===== src/rtl/morse_pkg.sv =====
// Shared Morse pattern definitions: 12-bit MSB-first patterns, the 8-letter table and decoder states.
package morse_pkg;

   localparam int MORSE_BITS    = 12;
   localparam int MORSE_LETTERS = 8;

   typedef logic [MORSE_BITS-1:0] morse_pattern_t;

   // 1 = key down for one unit; dots are "10", dashes "1110", padded with zeros
   localparam morse_pattern_t MORSE_TABLE [MORSE_LETTERS] = '{
      12'b101110000000,
      12'b111010101000,
      12'b111010111010,
      12'b111010100000,
      12'b100000000000,
      12'b101011101000,
      12'b111011101000,
      12'b101010100000
   };

   typedef enum logic [1:0] {
      IDLE  = 2'd0,
      RECV  = 2'd1,
      MATCH = 2'd2
   } decoder_state_t;

endpackage


===== src/rtl/morse_lookup.sv =====
// Combinational table match: pattern in, {hit, index} out; lowest matching index wins.
module morse_lookup
   import morse_pkg::*;
(
   input  morse_pattern_t pattern,
   output logic           hit,
   output logic [2:0]     index
);

   always_comb begin
      hit   = 1'b0;
      index = 3'd0;
      // Walk downwards so the lowest matching entry is the one left standing
      for (int i = MORSE_LETTERS - 1; i >= 0; i--) begin
         if (pattern == MORSE_TABLE[i]) begin
            hit   = 1'b1;
            index = 3'(i);
         end
      end
   end

endmodule


===== src/rtl/morse_bit_decoder.sv =====
// Morse bit decoder: captures 12 strobed bits, matches them against the letter table.
// Optional run-length symbol counters are built when MORSE_SYMBOL_COUNT_EN is defined.
//
//  state | meaning
//  IDLE  | waiting for Start; strobes ignored
//  RECV  | shifting in bits, watching for a stalled stream
//  MATCH | one cycle: table compare, publish letter or flag error
module morse_bit_decoder
   import morse_pkg::*;
#(
   parameter int TIMEOUT_CYCLES = 1024
) (
   input  logic       ClockIn,
   input  logic       ResetN,
   input  logic       Start,
   input  logic       DotDashIn,
   input  logic       NewBitIn,
   output logic [2:0] LetterOut,
   output logic       LetterValid,
   output logic       ErrorOut,
   output logic       Busy
`ifdef MORSE_SYMBOL_COUNT_EN
  ,output logic [2:0] DotCount,
   output logic [2:0] DashCount,
   output logic       SymbolErr
`endif
);

   localparam int TW = $clog2(TIMEOUT_CYCLES);
   localparam logic [TW-1:0] TIMEOUT_LAST = TW'(TIMEOUT_CYCLES - 1);
   localparam logic [TW-1:0] TIMEOUT_PRE  = TW'(TIMEOUT_CYCLES - 2);
   localparam logic [3:0]    LAST_BIT     = 4'(MORSE_BITS - 1);

   decoder_state_t state;
   morse_pattern_t shift_reg;
   logic [3:0]     bit_cnt;
   logic [TW-1:0]  timeout_cnt;
   logic           lookup_hit;
   logic [2:0]     lookup_index;
   logic           bit_accept;

   morse_lookup u_lookup (
      .pattern (shift_reg),
      .hit     (lookup_hit),
      .index   (lookup_index)
   );

   assign bit_accept = (state == RECV) && NewBitIn && !Start;
   assign Busy       = (state != IDLE);

   always_ff @(posedge ClockIn or negedge ResetN) begin
      if (!ResetN) begin
         state       <= IDLE;
         shift_reg   <= '0;
         bit_cnt     <= '0;
         timeout_cnt <= '0;
         LetterOut   <= '0;
         LetterValid <= 1'b0;
         ErrorOut    <= 1'b0;
      end else begin
         LetterValid <= 1'b0;
         if (Start) begin
            // Start overrides everything, including a strobe in the same cycle
            state       <= RECV;
            shift_reg   <= '0;
            bit_cnt     <= '0;
            timeout_cnt <= '0;
            ErrorOut    <= 1'b0;
         end else begin
            case (state)
               IDLE: begin
               end
               RECV: begin
                  if (NewBitIn) begin
                     shift_reg   <= {shift_reg[MORSE_BITS-2:0], DotDashIn};
                     bit_cnt     <= bit_cnt + 4'd1;
                     timeout_cnt <= '0;
                     if (bit_cnt == LAST_BIT) begin
                        state <= MATCH;
                     end
                  end else if (timeout_cnt >= TIMEOUT_PRE) begin
                     timeout_cnt <= TIMEOUT_LAST;
                     ErrorOut    <= 1'b1;
                     state       <= IDLE;
                  end else begin
                     timeout_cnt <= timeout_cnt + 1'b1;
                  end
               end
               MATCH: begin
                  if (lookup_hit) begin
                     LetterOut   <= lookup_index;
                     LetterValid <= 1'b1;
                  end else begin
                     ErrorOut <= 1'b1;
                  end
                  state <= IDLE;
               end
               default: state <= IDLE;
            endcase
         end
      end
   end

`ifdef MORSE_SYMBOL_COUNT_EN
   logic [3:0] run_len;
   logic       run_close;

   // A run of 1s ends on an accepted 0, or is still open when MATCH is reached
   assign run_close = (run_len != 4'd0) &&
                      ((bit_accept && !DotDashIn) || (state == MATCH && !Start));

   always_ff @(posedge ClockIn or negedge ResetN) begin
      if (!ResetN) begin
         run_len   <= '0;
         DotCount  <= '0;
         DashCount <= '0;
         SymbolErr <= 1'b0;
      end else if (Start) begin
         run_len   <= '0;
         DotCount  <= '0;
         DashCount <= '0;
         SymbolErr <= 1'b0;
      end else if (run_close) begin
         run_len <= '0;
         if (run_len == 4'd1) begin
            DotCount <= DotCount + 3'd1;
         end else if (run_len == 4'd3) begin
            DashCount <= DashCount + 3'd1;
         end else begin
            SymbolErr <= 1'b1;
         end
      end else if (bit_accept && DotDashIn) begin
         run_len <= run_len + 4'd1;
      end
   end
`endif

endmodule


===== config.mk =====
export PLATFORM = sky130hd
export DESIGN_NAME = morse_bit_decoder
export DESIGN_NICKNAME = d
export VERILOG_FILES = /design/src/rtl/morse_pkg.sv /design/src/rtl/morse_lookup.sv /design/src/rtl/morse_bit_decoder.sv
export SDC_FILE = /design/constraint.sdc
export NUM_CORES = 1
export LEC_CHECK = 0
export BUFFER_PORTS_ARGS = -buffer_cell sky130_fd_sc_hd__buf_2
export CORE_MARGIN = 4
export CORE_UTILIZATION = 35
export DETAILED_ROUTE_END_ITERATION = 10
export GPL_ROUTABILITY_DRIVEN = 0
export SETUP_SLACK_MARGIN = 0.1
export SYNTH_ARGS = -nofsm -noshare
export SYNTH_HDL_FRONTEND = slang
export SYNTH_SLANG_ARGS = --single-unit

===== constraint.sdc =====
create_clock -name ClockIn -period 2.05 [get_ports ClockIn]
set_clock_uncertainty 0.1 [all_clocks]
set_input_delay 0.1025 -clock ClockIn [delete_from_list [all_inputs] [get_ports ClockIn]]
set_output_delay 0.1025 -clock ClockIn [all_outputs]
set_load 0.02 [all_outputs]

# Word level (Yosys, flattened, before mapping)
# Cells that the tools add are included.
# W data, S select, Z words.
classes:
  add_sub_neg: 2
  n_lt_le_gt_ge: 1
  eq_ne: 17
  muxes: 39
  bitwise: 1
  reduce_logical: 9
ops:
  columns: ["operator", "n"]
  rows:
  - ["$eq A12 B12 Y1 const B", 8]
  - ["$mux W10", 4]
  - ["$mux W12", 3]
  - ["$mux W3", 8]
  - ["$mux W1", 15]
  - ["$mux W4", 3]
  - ["$add A10 B1 Y10 const B", 1]
  - ["$ge A10 B10 Y1 const B", 1]
  - ["$mux W2", 4]
  - ["$ne A4 B3 Y1 const B", 2]
  - ["$ne A3 B3 Y1 const B", 2]
  - ["$reduce_and A3 Y1", 2]
  - ["$reduce_bool A2 Y1", 3]
  - ["$add A4 B1 Y4 const B", 1]
  - ["$eq A4 B4 Y1 const B", 1]
  - ["$pmux W2 S2", 1]
  - ["$reduce_and A4 Y1", 1]
  - ["$ne A3 B2 Y1 const B", 1]
  - ["$reduce_bool A3 Y1", 1]
  - ["$eq A2 B1 Y1 const B", 1]
  - ["$eq A2 B2 Y1 const B", 1]
  - ["$logic_not A2 Y1", 1]
  - ["$ne A2 B2 Y1 const B", 1]
  - ["$pmux W1 S2", 1]
  - ["other kinds (2)", 2]
word_totals:
  ff_bits: 33
  input_bits: 5
  output_inout_bits: 6
  wordCells: 76

# Logic depth before layout (Yosys ltp)
depth:
  word_depth: 12
  ltp_mapped: 7
  mapped_depth_nobuf: 6

# Hierarchy
# From an unflattened synthesis, not the netlist that was laid out.
hier_totals:
  cells_unflattened: 180
  area_unflattened_um2: 1700.4
by_module_without_submodules:
  columns: ["mod", "instances", "cells_per_inst", "area_per_inst_um2", "seq_area_each_um2"]
  rows:
  - ["morse_bit_decoder", 1, 151, 1522.7, 825.8]
  - ["morse_lookup", 1, 29, 177.7, 0.0]

# Worst setup path after synthesis
# OpenSTA, ideal clock, no wires.
synth_path:
  kind: "register -> register"
  from: "reg shift_reg[2]"
  to: "reg LetterOut[0]"
  setup_ns: 0.125
  t_arrival_ns: 1.788
  path_slack_ns: 0.037
  path_stages_with_launch: 5
  synth_period_minus_slack_ns: 2.013
  path_cell_list: "dfrtp_1 -> or3b_4 -> or4b_4 -> a31oi_4 -> mux2_4"
synth_via:
  elab_chain_len: 10
  word_cells_on_any_way: 25
  cone_classes: "eq/ne (8); mux (16); reduce/logical (1)"
synth_lines:
  columns: ["item", "line", "text"]
  rows:
  - ["start, declared", "morse_bit_decoder.sv:35", "morse_pattern_t shift_reg;"]
  - ["start signal, assigned", "morse_bit_decoder.sv:75", "shift_reg <= {shift_reg[MORSE_BITS-2:0], DotDashIn};"]
  - ["$eq A12 B12 Y1", "morse_lookup.sv:15", "if (pattern == MORSE_TABLE[i]) begin"]
  - ["$mux W1 (8 in a row)", "morse_lookup.sv:15", null]
  - ["$reduce_and A3 Y1 (no source line)", null, null]
  - ["end signal, assigned", "morse_bit_decoder.sv:91", "LetterOut <= lookup_index;"]
  - ["end, declared", "morse_bit_decoder.sv:18", "output logic [2:0] LetterOut,"]
# Parallel ways exist; a longest one is shown, timed or not.
# A chain may end at the register's enable or synchronous reset.

# Worst setup path after layout
# Same ends and word-level chain as after synthesis.

==> flow_metrics.env <==
export IMPL_status="completed"
export IMPL_hp_class="in2reg"
export IMPL_swShare=0.228
export IMPL_finalHoldViolCount=0
export IMPL_cts_buffer_depth=2
export IMPL_period_needed_ns=2.03
export IMPL_p_int_w=0.00109
export IMPL_die_w_um=79.0
export IMPL_final_setup_worst_slack_ns=0.0161
export IMPL_synth_edff_count=0
export IMPL_slowest_delay_ns=0.52
export IMPL_grt_overflow=0
export IMPL_max_freq_mhz=492
export IMPL_cp_depth=4
export IMPL_largest_reg_flops=12
export IMPL_max_cap_violations=0
export IMPL_drv_slew=0
export IMPL_dieArea_um2=6240
export IMPL_design_core_area_um2=4820
export IMPL_io_buffers=10
export IMPL_ys_types=41
export IMPL_tightest_slew_ns=0.748
export IMPL_synth_flop_cell="dfrtp_1"
export IMPL_final_layout_size_suffix_gt1_frac=0.192
export IMPL_syn2layout_area_growth_pct=20.4
export IMPL_rr_startpoint="shift_reg[2]"
export IMPL_numCtsBuffers=5
export IMPL_first_pass_iters=4
export IMPL_ys_seq_area_frac=0.468
export IMPL_grt_usage=0.141
export IMPL_ff2ff_setup_slack_ns=0.02
export IMPL_synth_area_leaders="dfrtp_1, nand2_1, a21oi_1"
export IMPL_syn_area_um2=1760
export IMPL_crit_fanout=3
export IMPL_holdPathStages=3
export IMPL_p_total_w=0.00142
export IMPL_yosys_warnings=0
export IMPL_dp_cells=274
export IMPL_finalSetupViolations=0
export IMPL_power_switching_w=0.000322
export IMPL_vias=1480
export IMPL_num_io_pins=11
export IMPL_arrival_ns=2.10
export IMPL_cts_sinks=33
export IMPL_power_leakage_nw=0.948
export IMPL_synth_seq_cells=33
export IMPL_clock_power_share=0.452
export IMPL_period_share=0.992
export IMPL_drt_iter0_markers=130
export IMPL_fp_row_count=25
export IMPL_rsz0062_at_grt="true"
export IMPL_syn_area_per_cell_um2=9.05
export IMPL_insertion_delay_ns=0.28
export IMPL_dp_slack_ns=0.0168
export IMPL_worst_endpoint_required_ns=2.12
export IMPL_antenna_found_initial=0
export IMPL_die_h_um=79.0
export IMPL_fin_util=0.441
export IMPL_fin_cells=286
export IMPL_critPathTopFamily="simple AND/OR/NAND/NOR gates"
export IMPL_path_buf_inv=0
export IMPL_r2r_end="LetterOut[0]"
export IMPL_cp_end_kind="register"
export IMPL_final_nets=226
export IMPL_maxSlewHeadroom=0.501
export IMPL_slowest_stage="or4b_4"
export IMPL_wl_per_cell_um=13.6
export IMPL_netlist_top_cell_by_area="dfrtp_1"
export IMPL_drc=0
export IMPL_drtAntennaViolNets=0
export IMPL_p_comb_frac=0.074
export IMPL_grt_pass1_vias=1521
export IMPL_antenna_cells=0
export IMPL_mostFrequentLayoutCells="nand2_1, dfrtp_1, a21oi_1"
export IMPL_p_per_area_nw_per_um2=666
export IMPL_peakVddDrop_v=0.000318
export IMPL_critPathKind="reg2reg"
export IMPL_cts_htree_levels=2
export IMPL_cts_tree="built"
export IMPL_grt_first_pass_wirelength_um=7020
export IMPL_r2r_cells=4
export IMPL_synth_net_count=203
export IMPL_final_common_cell="nand2_1"
export IMPL_start_util=0.366
export IMPL_synthArstFlopShare=1.00
export IMPL_hold_end="ErrorOut"
export IMPL_clk_pin_slew_ns=0.07
export IMPL_place_hpwl_um=2600
export IMPL_vias_per_cell=5.17
export IMPL_grt_max_degree=34
export IMPL_power_share_sequential=0.473
export IMPL_synth_cells=195
export IMPL_crit_chain="or3b_4 > or4b_4 > a31oi_4 > mux2_4"
export IMPL_cts_root_buf="clkbuf_8"
export IMPL_routed_wl_um=3880
export IMPL_crit_path_start_kind="register"
export IMPL_hold_start="NewBitIn"
export IMPL_synth_top_area_frac=0.468
metrics by stage:
| step | setup TNS (ns) | hold WS [ns] | instance area [um^2] |
|---|---|---|---|
| floorplan | 0 | -0.293 | 1760 |
| global placement | 0 | 0.124 | 1950 |
| detailed placement | 0 | 0.115 | 1950 |
| CTS | 0 | 0.0982 | 2110 |
| global route | -0.0447 | 0.103 | 2120 |
| finish | 0 | 0.0897 | 2120 |
final cells by class:
| cell class | count | area, um^2 |
|---|---|---|
| Multi-Input combinational cell | 146 | 893 |
| Clock inverter | 2 | 37.5 |
| Fill cell | 493 | 2690 |
| Timing Repair Buffer | 26 | 179 |
| Inverter | 6 | 22.5 |
| Tap cell | 67 | 83.8 |
| Sequential cell | 33 | 826 |
| Clock buffer | 6 | 82.6 |
power by group through the flow:
stage               Clock [W]  Combinational (W)  Sequential, W
CTS                  0.000662           0.000107       0.000669
global placement            0           0.000104       0.000682
detailed placement          0           0.000104       0.000682
finish               0.000640           0.000105       0.000670
global route         0.000688           0.000121       0.000671
floorplan                   0          0.0000592       0.000682
synth_stat cells, types with 2 or more instances:
master    number
a211o_1        2
a21o_1         4
a21oi_1       17
a22o_1         7
and3_1         2
clkbuf_1      10
dfrtp_1       33
ha_1           3
inv_1          6
nand2_1       38
nand2b_1       2
nand3_1        7
nand3b_1       2
nand4_1        3
nor2_1         8
nor2b_1        2
nor3_1         5
o21ai_0       11
o31ai_1        2
or2_2          2
or3_1          7
xnor2_1        2
xor2_1         2
what timing repair did:
item | in CTS | in global routing
hold buffers | 2 | 0
setup endpoints to repair | 3 | 4
buffers inserted | 1 | 1
hold endpoints to repair | 34 | 0
pin swaps | 1 | 2
gates resized for setup | 2 | 2
routing by layer:
| layer | vias to the layer above | routed length (um) | GRT usage |
|---|---|---|---|
| met2 | 23 | 1740 | 0.216 |
| met3 | 0 | 118 | 0.0351 |
| met4 | 0 | 0 | 0.0464 |
| met1 | 712 | 2020 | 0.193 |
| li1 | 745 | - | - |
| met5 | - | 0 | 0 |
worst max path at each step:
stage | start | to | slack [ns]
final | shift_reg[2] | LetterOut[0] | 0.02
after global routing | shift_reg[2] | LetterOut[0] | -0.03
after CTS | shift_reg[2] | LetterOut[0] | 0.005
after detailed placement | shift_reg[2] | LetterOut[0] | 0.02
after global placement | shift_reg[2] | LetterOut[0] | 0.04
after floorplan | shift_reg[2] | LetterOut[0] | 0.04
cell families (layout without fill, tap and decap cells):
logic type,Yosys count,in the layout,share of synthesized area
AND/OR/NAND/NOR,85,85,0.241
AO/OA/AOI/OAI,53,53,0.207
flip-flops,33,33,0.468
buffers and inverters,16,40,0.0340
XOR/XNOR,4,4,0.0199
adder cells (fa/ha/maj),3,3,0.0213
multiplexers,1,1,0.00851
worst reg2reg max path, delay by kind of cell (launching register included):
family,cells,cell delay (ns)
AO/OA/AOI/OAI,1,0.19
flip-flops,1,0.39
multiplexers,1,0.31
AND/OR/NAND/NOR,2,0.93
(Power assumes the default switching activity.)
